===== src/rtl/cp0_intr_unit_pkg.sv =====
// Shared CP0 constants: EXE-stage oper encodings, CP0 register numbers and
// the interrupt responder state type.
package cp0_intr_unit_pkg;

    localparam logic [1:0] EXE_CP_NONE  = 2'd0;
    localparam logic [1:0] EXE_CP_STORE = 2'd1;
    localparam logic [1:0] EXE_CP0_ERET = 2'd2;

    localparam logic [4:0] CP0_SR    = 5'd12;
    localparam logic [4:0] CP0_CAUSE = 5'd13;
    localparam logic [4:0] CP0_EPC   = 5'd14;
    localparam logic [4:0] CP0_EHBR  = 5'd25;

    localparam int CAUSE_PEND_BIT = 10;

    typedef enum logic {
        ST_IDLE    = 1'b0,
        ST_HANDLER = 1'b1
    } cp0_state_e;

endpackage


===== src/rtl/cp0_intr_unit_if.sv =====
// Pipeline <-> CP0 bus. The pipeline (master) drives the EXE-stage operation;
// CP0 (slave) returns read data, the redirect and handler status.
interface cp0_intr_unit_if;
    import cp0_intr_unit_pkg::*;

    // exe_valid qualifies oper/pc_exe/addr_w/data_w for one cycle; there is no
    // ready: CP0 always accepts, and jump_en is a single-cycle redirect pulse.
    logic [1:0]  oper;
    logic        exe_valid;
    logic [31:0] pc_exe;
    logic [4:0]  addr_r;
    logic [31:0] data_r;
    logic [4:0]  addr_w;
    logic [31:0] data_w;
    logic        jump_en;
    logic [31:0] jump_addr;
    logic        in_handler;
    cp0_state_e  state_dbg;

    modport master (
        output oper, exe_valid, pc_exe, addr_r, addr_w, data_w,
        input  data_r, jump_en, jump_addr, in_handler, state_dbg
    );

    modport slave (
        input  oper, exe_valid, pc_exe, addr_r, addr_w, data_w,
        output data_r, jump_en, jump_addr, in_handler, state_dbg
    );

endinterface


===== src/rtl/cp0_intr_unit_int_sync_edge.sv =====
// Multi-flop synchroniser for the asynchronous interrupt line followed by a
// rising-edge detector producing a one-cycle pulse in the clk domain.
module cp0_intr_unit_int_sync_edge #(
    parameter int SYNC_STAGES = 2
) (
    input  logic clk,
    input  logic rst,
    input  logic async_i,
    output logic rise_o
);

    logic [SYNC_STAGES-1:0] sync_q;
    logic                   prev_q;

    always_ff @(posedge clk or posedge rst) begin
        if (rst) begin
            sync_q <= '0;
            prev_q <= 1'b0;
        end else begin
            sync_q <= {sync_q[SYNC_STAGES-2:0], async_i};
            prev_q <= sync_q[SYNC_STAGES-1];
        end
    end

    assign rise_o = sync_q[SYNC_STAGES-1] & ~prev_q;

endmodule


===== src/rtl/cp0_intr_unit.sv =====
// Coprocessor-0 register file and single-level interrupt responder: executes
// MTC0/MFC0/ERET for the EXE stage and redirects the pipeline on interrupt/return.
module cp0_intr_unit
    import cp0_intr_unit_pkg::*;
#(
    parameter logic [31:0] EHBR_RESET  = 32'h0000_0008,
    parameter int          SYNC_STAGES = 2
) (
    input  logic             clk,
    input  logic             rst,
    input  logic             ext_int,
    cp0_intr_unit_if.slave   bus
);

    cp0_state_e  state_q;
    logic        in_handler_q;
    logic        ie_q, ie_d;
    logic        pending_q, pending_d;
    logic [31:0] epc_q, epc_d;
    logic [31:0] ehbr_q, ehbr_d;

    logic int_rise;
    logic take_int;
    logic do_eret;
    logic wr_en;

    cp0_intr_unit_int_sync_edge #(
        .SYNC_STAGES (SYNC_STAGES)
    ) u_sync (
        .clk     (clk),
        .rst     (rst),
        .async_i (ext_int),
        .rise_o  (int_rise)
    );

    // IE is sampled from the stored value, so an MTC0 clearing IE cannot
    // block an interrupt that is already qualifying in the same cycle.
    assign take_int = pending_q & ie_q & bus.exe_valid & (state_q == ST_IDLE)
                    & (bus.oper != EXE_CP0_ERET);
    assign do_eret  = bus.exe_valid & (bus.oper == EXE_CP0_ERET) & (state_q == ST_HANDLER);
    assign wr_en    = bus.exe_valid & (bus.oper == EXE_CP_STORE) & ~take_int;

    always_comb begin
        bus.jump_en   = take_int | do_eret;
        bus.jump_addr = 32'h0;
        if (take_int)
            bus.jump_addr = ehbr_q;
        else if (do_eret)
            bus.jump_addr = epc_q;
    end

    always_comb begin
        bus.data_r = 32'h0;
        case (bus.addr_r)
            CP0_SR:    bus.data_r = {31'h0, ie_q};
            CP0_CAUSE: bus.data_r[CAUSE_PEND_BIT] = pending_q;
            CP0_EPC:   bus.data_r = epc_q;
            CP0_EHBR:  bus.data_r = ehbr_q;
            default:   bus.data_r = 32'h0;
        endcase
    end

    always_comb begin
        ie_d      = ie_q;
        epc_d     = epc_q;
        ehbr_d    = ehbr_q;
        // A new edge landing in the clearing cycle must not be lost.
        pending_d = int_rise | (pending_q & ~take_int);
        if (take_int) begin
            epc_d = bus.pc_exe;
        end else if (wr_en) begin
            case (bus.addr_w)
                CP0_SR:   ie_d   = bus.data_w[0];
                CP0_EPC:  epc_d  = bus.data_w;
                CP0_EHBR: ehbr_d = bus.data_w;
                default:  ;
            endcase
        end
    end

    always_ff @(posedge clk or posedge rst) begin
        if (rst) begin
            ie_q      <= 1'b0;
            pending_q <= 1'b0;
            epc_q     <= 32'h0;
            ehbr_q    <= EHBR_RESET;
        end else begin
            ie_q      <= ie_d;
            pending_q <= pending_d;
            epc_q     <= epc_d;
            ehbr_q    <= ehbr_d;
        end
    end

    always_ff @(posedge clk or posedge rst) begin
        if (rst) begin
            state_q      <= ST_IDLE;
            in_handler_q <= 1'b0;
        end else begin
            case (state_q)
                ST_IDLE: begin
                    if (take_int) begin
                        state_q      <= ST_HANDLER;
                        in_handler_q <= 1'b1;
                    end
                end
                ST_HANDLER: begin
                    if (do_eret) begin
                        state_q      <= ST_IDLE;
                        in_handler_q <= 1'b0;
                    end
                end
                default: begin
                    state_q      <= ST_IDLE;
                    in_handler_q <= 1'b0;
                end
            endcase
        end
    end

    assign bus.in_handler = in_handler_q;
    assign bus.state_dbg  = state_q;

endmodule


===== src/flat_wrapper.sv =====
// flat-port wrapper written by rule: the top's interface ports become plain ports
module cp0_intr_unit_flat import cp0_intr_unit_pkg::*;
#(
    parameter logic [31:0] EHBR_RESET  = 32'h0000_0008,
    parameter int          SYNC_STAGES = 2
)
  (clk, rst, ext_int, bus_oper, bus_exe_valid, bus_pc_exe, bus_addr_r, bus_addr_w, bus_data_w, bus_data_r, bus_jump_en, bus_jump_addr, bus_in_handler, bus_state_dbg);
  cp0_intr_unit_if bus_i ();
  input  logic clk;
  input  logic rst;
  input  logic ext_int;
  input wire logic [$bits(bus_i.oper)-1:0] bus_oper;
  input wire logic [$bits(bus_i.exe_valid)-1:0] bus_exe_valid;
  input wire logic [$bits(bus_i.pc_exe)-1:0] bus_pc_exe;
  input wire logic [$bits(bus_i.addr_r)-1:0] bus_addr_r;
  input wire logic [$bits(bus_i.addr_w)-1:0] bus_addr_w;
  input wire logic [$bits(bus_i.data_w)-1:0] bus_data_w;
  output wire logic [$bits(bus_i.data_r)-1:0] bus_data_r;
  output wire logic [$bits(bus_i.jump_en)-1:0] bus_jump_en;
  output wire logic [$bits(bus_i.jump_addr)-1:0] bus_jump_addr;
  output wire logic [$bits(bus_i.in_handler)-1:0] bus_in_handler;
  output wire logic [$bits(bus_i.state_dbg)-1:0] bus_state_dbg;
  assign bus_i.oper = bus_oper;
  assign bus_i.exe_valid = bus_exe_valid;
  assign bus_i.pc_exe = bus_pc_exe;
  assign bus_i.addr_r = bus_addr_r;
  assign bus_i.addr_w = bus_addr_w;
  assign bus_i.data_w = bus_data_w;
  assign bus_data_r = bus_i.data_r;
  assign bus_jump_en = bus_i.jump_en;
  assign bus_jump_addr = bus_i.jump_addr;
  assign bus_in_handler = bus_i.in_handler;
  assign bus_state_dbg = bus_i.state_dbg;
  cp0_intr_unit #(.EHBR_RESET(EHBR_RESET), .SYNC_STAGES(SYNC_STAGES)) u_core (.clk(clk), .rst(rst), .ext_int(ext_int), .bus(bus_i));
endmodule

===== config.mk =====
export PLATFORM = sky130hd
export DESIGN_NAME = cp0_intr_unit_flat
export DESIGN_NICKNAME = d
export VERILOG_FILES = /design/src/rtl/cp0_intr_unit_pkg.sv /design/src/rtl/cp0_intr_unit_if.sv /design/src/rtl/cp0_intr_unit_int_sync_edge.sv /design/src/rtl/cp0_intr_unit.sv /design/src/flat_wrapper.sv
export SDC_FILE = /design/constraint.sdc
export NUM_CORES = 1
export LEC_CHECK = 0
export BUFFER_PORTS_ARGS = -buffer_cell sky130_fd_sc_hd__buf_2
export CAP_MARGIN = 20
export CORE_MARGIN = 2
export CORE_UTILIZATION = 50
export CTS_CLUSTER_SIZE = 16
export DETAILED_ROUTE_END_ITERATION = 10
export PLACE_DENSITY = 0.89
export SETUP_SLACK_MARGIN = 0.5
export SLEW_MARGIN = 0
export SYNTH_ARGS = -nofsm -noshare
export SYNTH_HDL_FRONTEND = slang
export SYNTH_SLANG_ARGS = --single-unit

===== constraint.sdc =====
create_clock -name clk -period 2.5 [get_ports clk]
set_input_delay 0.125 -clock clk [delete_from_list [all_inputs] [get_ports clk]]
set_output_delay 0.125 -clock clk [all_outputs]
set_load 0.05 [all_outputs]

* Word-level counts from Yosys, hierarchy flattened *
Cells that the tools add are included.

word-level totals
  memory bits (writable) = 0
  logic and storage cells = 55
  output and inout bits = 67
  input bits = 80
  bits in latches = 0
  ROM bits = 0
  memories kept = 0
  register bits after elaboration = 71

cells by class
  multiplexer cells = 14
  multipliers = 0
  order comparisons = 0
  eq/ne operators = 12
  div/mod/pow operators = 0
  reductions and logical operators = 6
  shift operators = 0
  bitwise logic cells = 15
  add/subtract/negate cells = 0

operators by type and width
  kind                                                 number
  2-to-1 mux 32 bit                                    5
  one-hot mux 21 bit (2 select lines)                  1
  one-hot mux 10 bit (3 select lines)                  1
  equality test 5 x 4 -> 1 bit, second input constant  5
  AND 1 bit                                            10
  equality test 5 bit, second input constant           2
  AND reduction 3 bit                                  2
  2-to-1 mux 1 bit                                     4
  != test 2 bit, second input constant                 2
  one-hot mux 1 bit (2 select lines)                   2
  AND reduction 2 bit                                  2
  nonzero test 2 bit                                   2
  NOT 1 bit                                            3
  one-hot mux 1 bit (3 select lines)                   1
  equality test 2 x 1 -> 1 bit, second input constant  1
  equality test 2 bit, second input constant           1
  != test 2 x 1 -> 1 bit, second input constant        1
  OR 1 bit                                             2

* Depth between registers and ports, before layout *
Gate-level depths: netlist (run 1).

  word-level depth = 8
  gate-level depth with buffers = 6
  mapped depth without buffers = 3

* Modules after synthesis *
A second synthesis (run 1) with hierarchy kept.

second synthesis, totals
  cells, all modules = 366
  area total of the unflattened synthesis = 3,887.5 um^2

by module, submodules not included
  module                       cells an instance  seq. area each (um^2)  area an instance (um^2)  instances
  cp0_intr_unit                361                1,702.9                3,794.9                  1
  cp0_intr_unit_int_sync_edge  5                  75.1                   92.6                     1

* Least setup slack after synthesis (run 1) *
No wires, ideal clock.

  path type = reg-to-output
  from = register u_core.state_q, in the netlist u_core.bus.state_dbg
  to = output bus_jump_addr[11]
  slack = 342 ps
  buffers on the path = 3
  required time = 2,375 ps
  stages on the path, launching flop included = 6
  data arrival time = 2,033 ps
  cells stage by stage = dfrtp_1 clkbuf_1 and3_1 clkbuf_1 clkbuf_1 a22o_1

on the way
  cells in the longest elaborated chain, start to end = 4
  elaborated cells on any way between the ends = 6
  classes of those cells = 2 x mux; 4 x bitwise

ends and longest elaborated chain
  item                    line                  RTL
  start, declared         cp0_intr_unit.sv:15   cp0_state_e state_q;
  start signal, assigned  cp0_intr_unit.sv:97   state_q <= ST_IDLE;
  start signal, assigned  cp0_intr_unit.sv:103  state_q <= ST_HANDLER;
  start signal, assigned  cp0_intr_unit.sv:109  state_q <= ST_IDLE;
  NOT 1 bit               cp0_intr_unit.sv:38   assign take_int = pending_q & ie_q & bus.exe_valid & (state_q == ST_IDLE)
  AND 1 bit               cp0_intr_unit.sv:38
  AND 1 bit               cp0_intr_unit.sv:39   & (bus.oper != EXE_CP0_ERET);
  2-to-1 mux 32 bit *     cp0_intr_unit.sv:46   if (take_int)
  end, declared           flat_wrapper.sv:20    output wire logic [$bits(bus_i.jump_addr)-1:0] bus_jump_addr;

Every way passes the cells marked *; elsewhere a longest branch is shown, timed or not.

* Final worst setup path (run 1) *
  from = register u_core.pending_q
  to = output bus_jump_en

on the way
  cells in the longest elaborated chain, start to end = 5

ends and longest elaborated chain
  item                    line                 RTL
  start, declared         cp0_intr_unit.sv:18  logic pending_q, pending_d;
  start signal, assigned  cp0_intr_unit.sv:89  pending_q <= pending_d;
  AND 1 bit (3 in a row)  cp0_intr_unit.sv:38
  AND 1 bit               cp0_intr_unit.sv:39
  OR 1 bit                cp0_intr_unit.sv:44  bus.jump_en = take_int | do_eret;
  end, declared           flat_wrapper.sv:19   output wire logic [$bits(bus_i.jump_en)-1:0] bus_jump_en;

No other way between the ends.

==> impl_metrics.json, run 1 <==
{
  "status": "finished clean",
  "rows": 32,
  "grt_usage_pct": 28.7,
  "area_delta_synth_final_pct": 33.6,
  "antenna_found_initial": 0,
  "setup_tns_ns": 0,
  "cts_sinks": 71,
  "antenna_cells": 0,
  "dr.pass1.iters": 5,
  "port_buffers": 146,
  "drtIter0Drc": 310,
  "slew_headroom_pct": 43.9,
  "startpoint_type": "register",
  "max_freq_ghz": 0.521,
  "yosys_register_bits": 71,
  "htreeDepth": 3,
  "cts_buffers": 9,
  "ir_drop_mv": 0.354,
  "ant_nets": 0,
  "die-width_um": 93.3,
  "p_per_area_nw_per_um2": 707,
  "die_height_um": 93.3,
  "ys_seq_area_share_pct": 44.5,
  "holdPathStages": 2,
  "finalWeightedCongestion": 0.815,
  "finalCriticalPeriod_ns": 1.92,
  "arrival_ns": 1.80,
  "core_area_um2": 7730,
  "ys_warn_count": 0,
  "critPathMaxFanout": 11,
  "hold_viol_final": 0,
  "total_power_uw": 3770,
  "vias": 4013,
  "hp-start": "bus_data_w[4]",
  "hpwlAfterDp_um": 8770,
  "syn_area_per_cell_um2": 10.8,
  "multi_input_area_um2": 2090,
  "max-cap-violations": 0,
  "skew_ns": 0.00988,
  "die-area_um2": 8710,
  "avgRoutedWirePerCell_um": 20.2,
  "hp-class": "in -> reg",
  "via_per_inst": 6.44,
  "slew_violations": 0,
  "syn_area_um2": 3990,
  "required_ns": 2.38,
  "path_clk_slew_ns": 0.09,
  "rsz0062_at_grt": "yes",
  "overflow": 0,
  "cts_root_buf": "clkbuf_8",
  "wl_um": 12600,
  "drc": 0,
  "ys_types": 36,
  "synth-edff-count": 0,
  "endpoint_kind": "output pin",
  "rr_startpoint": "u_core.bus.state_dbg",
  "seqCellArea_um2": 1780,
  "grt_max_degree": 39,
  "final-setup-viol-count": 0,
  "p_leak_uw": 0.00250,
  "io_pins": 147,
  "grt_pass1_wl_um": 19500,
  "worst_pin_slew_ns": 0.840,
  "clockBufferDepth": 2,
  "initial_utilization_pct": 51.7,
  "synthesis.nets": 451,
  "r2r_slack_ns": 0.59,
  "crit_type": "reg -> out",
  "r2r_cells": 5,
  "fillers": 595,
  "ys_async_sr_fraction_pct": 100,
  "final_nets": 596,
  "first_global_vias": 3853,
  "hold_path_end": "u_core.ehbr_q[4]",
  "tritoncts": "done",
  "clock_latency_ns": 0.34,
  "ys.flop_type": "dfrtp_1",
  "r2r-end": "u_core.ehbr_q[30]",
  "fin_crit_sh_pct": 76.8,
  "synthCells": 371,
  "drive_above_1_share_pct": 51.8
}
[worst max-delay path, cell delays in order (launching register included)]
cell	delay, ns
dfrtp_2	0.43
nand3_4	0.16
or3_4	0.50
nand2_1	0.10
buf_2	0.27
[registers in the layout (all words and copies together) (netlist names)]
register	flops
u_core.bus.state_dbg	1
u_core.ehbr_q	32
u_core.ie_q	1
u_core.bus.in_handler	1
u_core.pending_q	1
u_core.u_sync.sync_q	2
u_core.u_sync.prev_q	1
u_core.epc_q	32
[routing by layer]
metal / vias to the layer above / track usage (%) / routed length, µm
met2: 261 / 45.6 / 6030
met4: 0 / 15.7 / 489
li1: 1759 / - / -
met3: 54 / 4.75 / 1030
met1: 1939 / 37.7 / 5000
met5: - / 0 / 0
[repair_timing]
action                     CTS  global route
pin swaps                    1             1
setup buffers                2             5
resized for setup           23            15
hold endpoints to repair    38             0
setup endpoints to repair   33            52
hold buffers                 2             0
[cell families after synthesis]
logic type | share of synthesized area [%]
multiplexers | 12.4
flip-flops | 44.5
AND/OR/NAND/NOR | 14.0
buffers and inverters | 5.30
AO/OA/AOI/OAI | 23.8
[how the worst max path moves through the flow]
stage                   endpoint  cells after the start                 start
6_report             bus_jump_en                      4      u_core.pending_q
5_1_grt        bus_jump_addr[17]                      5  u_core.bus.state_dbg
4_1_cts        bus_jump_addr[30]                      5      u_core.pending_q
3_5_place_dp   bus_jump_addr[10]                      7           bus_oper[0]
3_3_place_gp   bus_jump_addr[14]                      7           bus_oper[0]
2_1_floorplan  bus_jump_addr[11]                      5  u_core.bus.state_dbg
[cells in the final DEF, fill, tap and decap left out, types with 10 or more instances in the layout]
master	n
buf_2	114
dfrtp_1	68
buf_4	47
a22o_2	30
clkbuf_8	10
mux2_4	30
clkbuf_4	12
nand3_1	33
a31oi_1	33
o21ai_0	32
nor4_1	34
a22o_1	33
[cells in the mapped netlist, types with 2 or more instances]
| library cell | count | share of area (%) |
|---|---|---|
| inv_1 | 2 | 0.19 |
| nand2_1 | 2 | 0.19 |
| a22o_1 | 63 | 14 |
| mux2_2 | 3 | 0.85 |
| nand3_1 | 33 | 4.1 |
| o21ai_0 | 32 | 4.0 |
| nor4_1 | 34 | 5.3 |
| mux2_4 | 30 | 11 |
| nand3b_1 | 2 | 0.38 |
| clkbuf_1 | 31 | 2.9 |
| dfrtp_1 | 70 | 44 |
| buf_6 | 3 | 0.85 |
| buf_2 | 10 | 1.3 |
| a31oi_1 | 33 | 5.2 |
| a21o_1 | 2 | 0.38 |
[layout make-up]
type,instances,area share [%]
tap,102,2.39
inverter,2,0.141
sequential,71,33.4
clock inverter,6,1.74
timing repair buffer,179,20.6
multi-input combinational,253,39.2
clock buffer,10,2.58
[power breakdown]
group / leakage [µW] / total, µW / internal [µW] / switching [µW]
registers: 0.000896 / 1770 / 1470 / 299
clock network: 0.000109 / 1060 / 595 / 465
logic: 0.00149 / 938 / 400 / 539
[per-stage QoR]
stage	setup WS (ns)	util [%]	hold WS, ns	cells	cell area, µm²
after CTS	0.500	68.0	0.0184	618	5260
after global placement	0.583	63.7	0.239	598	4930
after floorplan	0.469	-	0.156	371	4030
after global routing	0.485	69.0	0.0178	623	5330
after detailed placement	0.472	63.7	0.242	598	4930
final	0.580	69.0	0.0311	623	5330
No activity file was read; power rests on OpenSTA's default activity.
==> run 2: changes to the inputs <==
Settings changed: CORE_UTILIZATION 50 to 45, PLACE_DENSITY 0.89 to 0.85.
Clock period 2.5 ns to 1.6 ns, I/O delays scaled along.
==> impl_metrics.json, run 2 (synthesized netlist as in run 1, its figures left out) <==
{
  "status": "finished with violations",
  "violations": "hold timing, setup timing",
  "final-setup-viol-count": 99,
  "slew_violations": 0,
  "holdPathStages": 2,
  "drive_above_1_share_pct": 67.6,
  "rows": 34,
  "tritoncts": "done",
  "rr_startpoint": "u_core.pending_q",
  "largest_registers": "u_core.ehbr_q x32, u_core.epc_q x32, u_core.u_sync.sync_q x2",
  "area_delta_synth_final_pct": 103,
  "antenna_found_initial": 0,
  "core_area_um2": 8680,
  "worst_pin_slew_ns": 0.583,
  "r2r_slack_ns": -0.26,
  "cts_buffers": 9,
  "wl_um": 24800,
  "grt_pass1_wl_um": 29600,
  "path_clk_slew_ns": 0.09,
  "setup_tns_ns": -24.69,
  "vias": 5262,
  "hold_ws_ns": -0.00558,
  "cts_sinks": 71,
  "clockBufferDepth": 2,
  "final_util_pct": 93.3,
  "drc": 0,
  "ir_drop_mv": 0.612,
  "io_pins": 147,
  "htreeDepth": 3,
  "antenna_cells": 0,
  "die_height_um": 98.2,
  "p_per_area_nw_per_um2": 957,
  "skew_ns": 0.0147,
  "hold_path_end": "u_core.ehbr_q[20]",
  "clock_latency_ns": 0.37,
  "p_sw_uw": 3200,
  "endpoint_kind": "output pin",
  "layout_commonest_cell": "buf_2",
  "p_leak_uw": 0.00358,
  "overflow": 0,
  "r2r-end": "u_core.ehbr_q[17]",
  "placed_area_um2": 5610,
  "crit_type": "reg -> out",
  "worst_slack_ns": -0.407,
  "die-area_um2": 9640,
  "hp-class": "in -> reg",
  "final_nets": 674,
  "combPwrFrac_pct": 39.1,
  "cts_root_buf": "clkbuf_8",
  "max-cap-violations": 0,
  "critPathMaxFanout": 4,
  "seq_power_share_pct": 40.1,
  "p_clk_share_pct": 20.9,
  "first_global_vias": 5114,
  "slew_headroom_pct": 60.7,
  "via_per_inst": 7.45,
  "required_ns": 1.52,
  "switching_share_pct": 41.3,
  "fillers": 254,
  "drtIter0Drc": 869,
  "hp-start": "bus_data_w[20]",
  "initial_utilization_pct": 46.0,
  "post-place-cells": 612,
  "fin_crit_sh_pct": 125,
  "r2r_cells": 7,
  "grt_usage_pct": 40.0,
  "final_area_um2": 8090,
  "rsz0062_at_grt": "yes",
  "arrival_ns": 1.93,
  "most-common-layout-cells": "75 x buf_2, 71 x buf_8, 65 x dfrtp_1, 62 x a22o_4, 34 x buf_4",
  "hpwlAfterDp_um": 9120,
  "grt_max_degree": 72,
  "hold_viol_final": 1,
  "die-width_um": 98.2,
  "finalCriticalPeriod_ns": 2.01,
  "fin_cells": 706,
  "dr.pass1.iters": 8,
  "p_int_uw": 4550,
  "startpoint_type": "register",
  "port_buffers": 146,
  "avgRoutedWirePerCell_um": 35.2,
  "finalWeightedCongestion": 0.846,
  "ant_nets": 0,
  "place_ws_ns": -0.0845,
  "max_freq_ghz": 0.498
}
run 2: cell types whose count changed in the layout (fill, tap and decap cells not counted), sizes merged:
cell / change
inv: -2
buf: +57
clkbuf: -8
bufinv: -1
and3: +2
dlygate4sd3: +29
run 2: per-stage QoR:
| step | total power [µW] | hold WS [ns] |
|---|---|---|
| 3_5_place_dp | 4470 | 0.192 |
| 3_3_place_gp | 4360 | 0.200 |
| 4_1_cts | 6360 | 0.000127 |
| 2_1_floorplan | 3940 | 0.111 |
| 6_report | 7750 | -0.00558 |
| 5_1_grt | 7850 | -0.00311 |
run 2: critical path, cell delays in order (launching register included):
cell       delay [ns]
dfrtp_1          0.42
buf_6            0.12
nand3_4          0.10
nor3_4           0.29
buf_6            0.18
clkbuf_16        0.15
a22o_4           0.14
buf_8            0.14
run 2: power by group through the flow:
| stage | Clock (µW) | Combinational, µW | Sequential [µW] |
|---|---|---|---|
| final | 1620 | 3030 | 3110 |
| after global routing | 1650 | 3090 | 3110 |
| after CTS | 1470 | 2010 | 2880 |
| after detailed placement | 0 | 1560 | 2910 |
| after global placement | 0 | 1500 | 2850 |
| after floorplan | 0 | 1100 | 2840 |
run 2: worst max path at each step:
stage | start | to | slack, ns | cells past startpoint
after floorplan | u_core.bus.state_dbg | u_core.ehbr_q[0] | -0.16 | 4
after global placement | u_core.bus.state_dbg | bus_jump_addr[11] | -0.05 | 4
after detailed placement | u_core.bus.state_dbg | bus_jump_addr[11] | -0.08 | 4
after CTS | u_core.pending_q | bus_jump_addr[11] | -0.21 | 7
after global routing | u_core.pending_q | bus_jump_addr[18] | -0.40 | 7
final | u_core.pending_q | bus_jump_addr[5] | -0.41 | 7
run 2: final cells by class:
| class | instances | area [µm²] | area share [%] |
|---|---|---|---|
| repair buffers | 255 | 2790 | 34.5 |
| flip-flops and latches | 71 | 1780 | 22.0 |
| clock buffers | 12 | 155 | 1.92 |
| well taps | 108 | 135 | 1.67 |
| clock inverters | 3 | 42.5 | 0.526 |
| inverters | 2 | 11.3 | 0.139 |
| multi-input cells | 255 | 3170 | 39.2 |
run 2: timing repair:
item	in CTS	in global routing
resized for setup	240	90
hold buffers	30	1
setup buffers	23	13
endpoints found under the setup margin	133	134
endpoints found under the hold margin	99	1
pin swaps	11	35
gates cloned	11	1
run 2: per-layer routing:
layer,GRT usage (%),vias up,wire [µm]
met5,0,-,0
met4,20.5,0,2240
met3,9.09,223,3090
met2,66.3,595,11400
met1,49.0,2511,8060
li1,-,1933,-
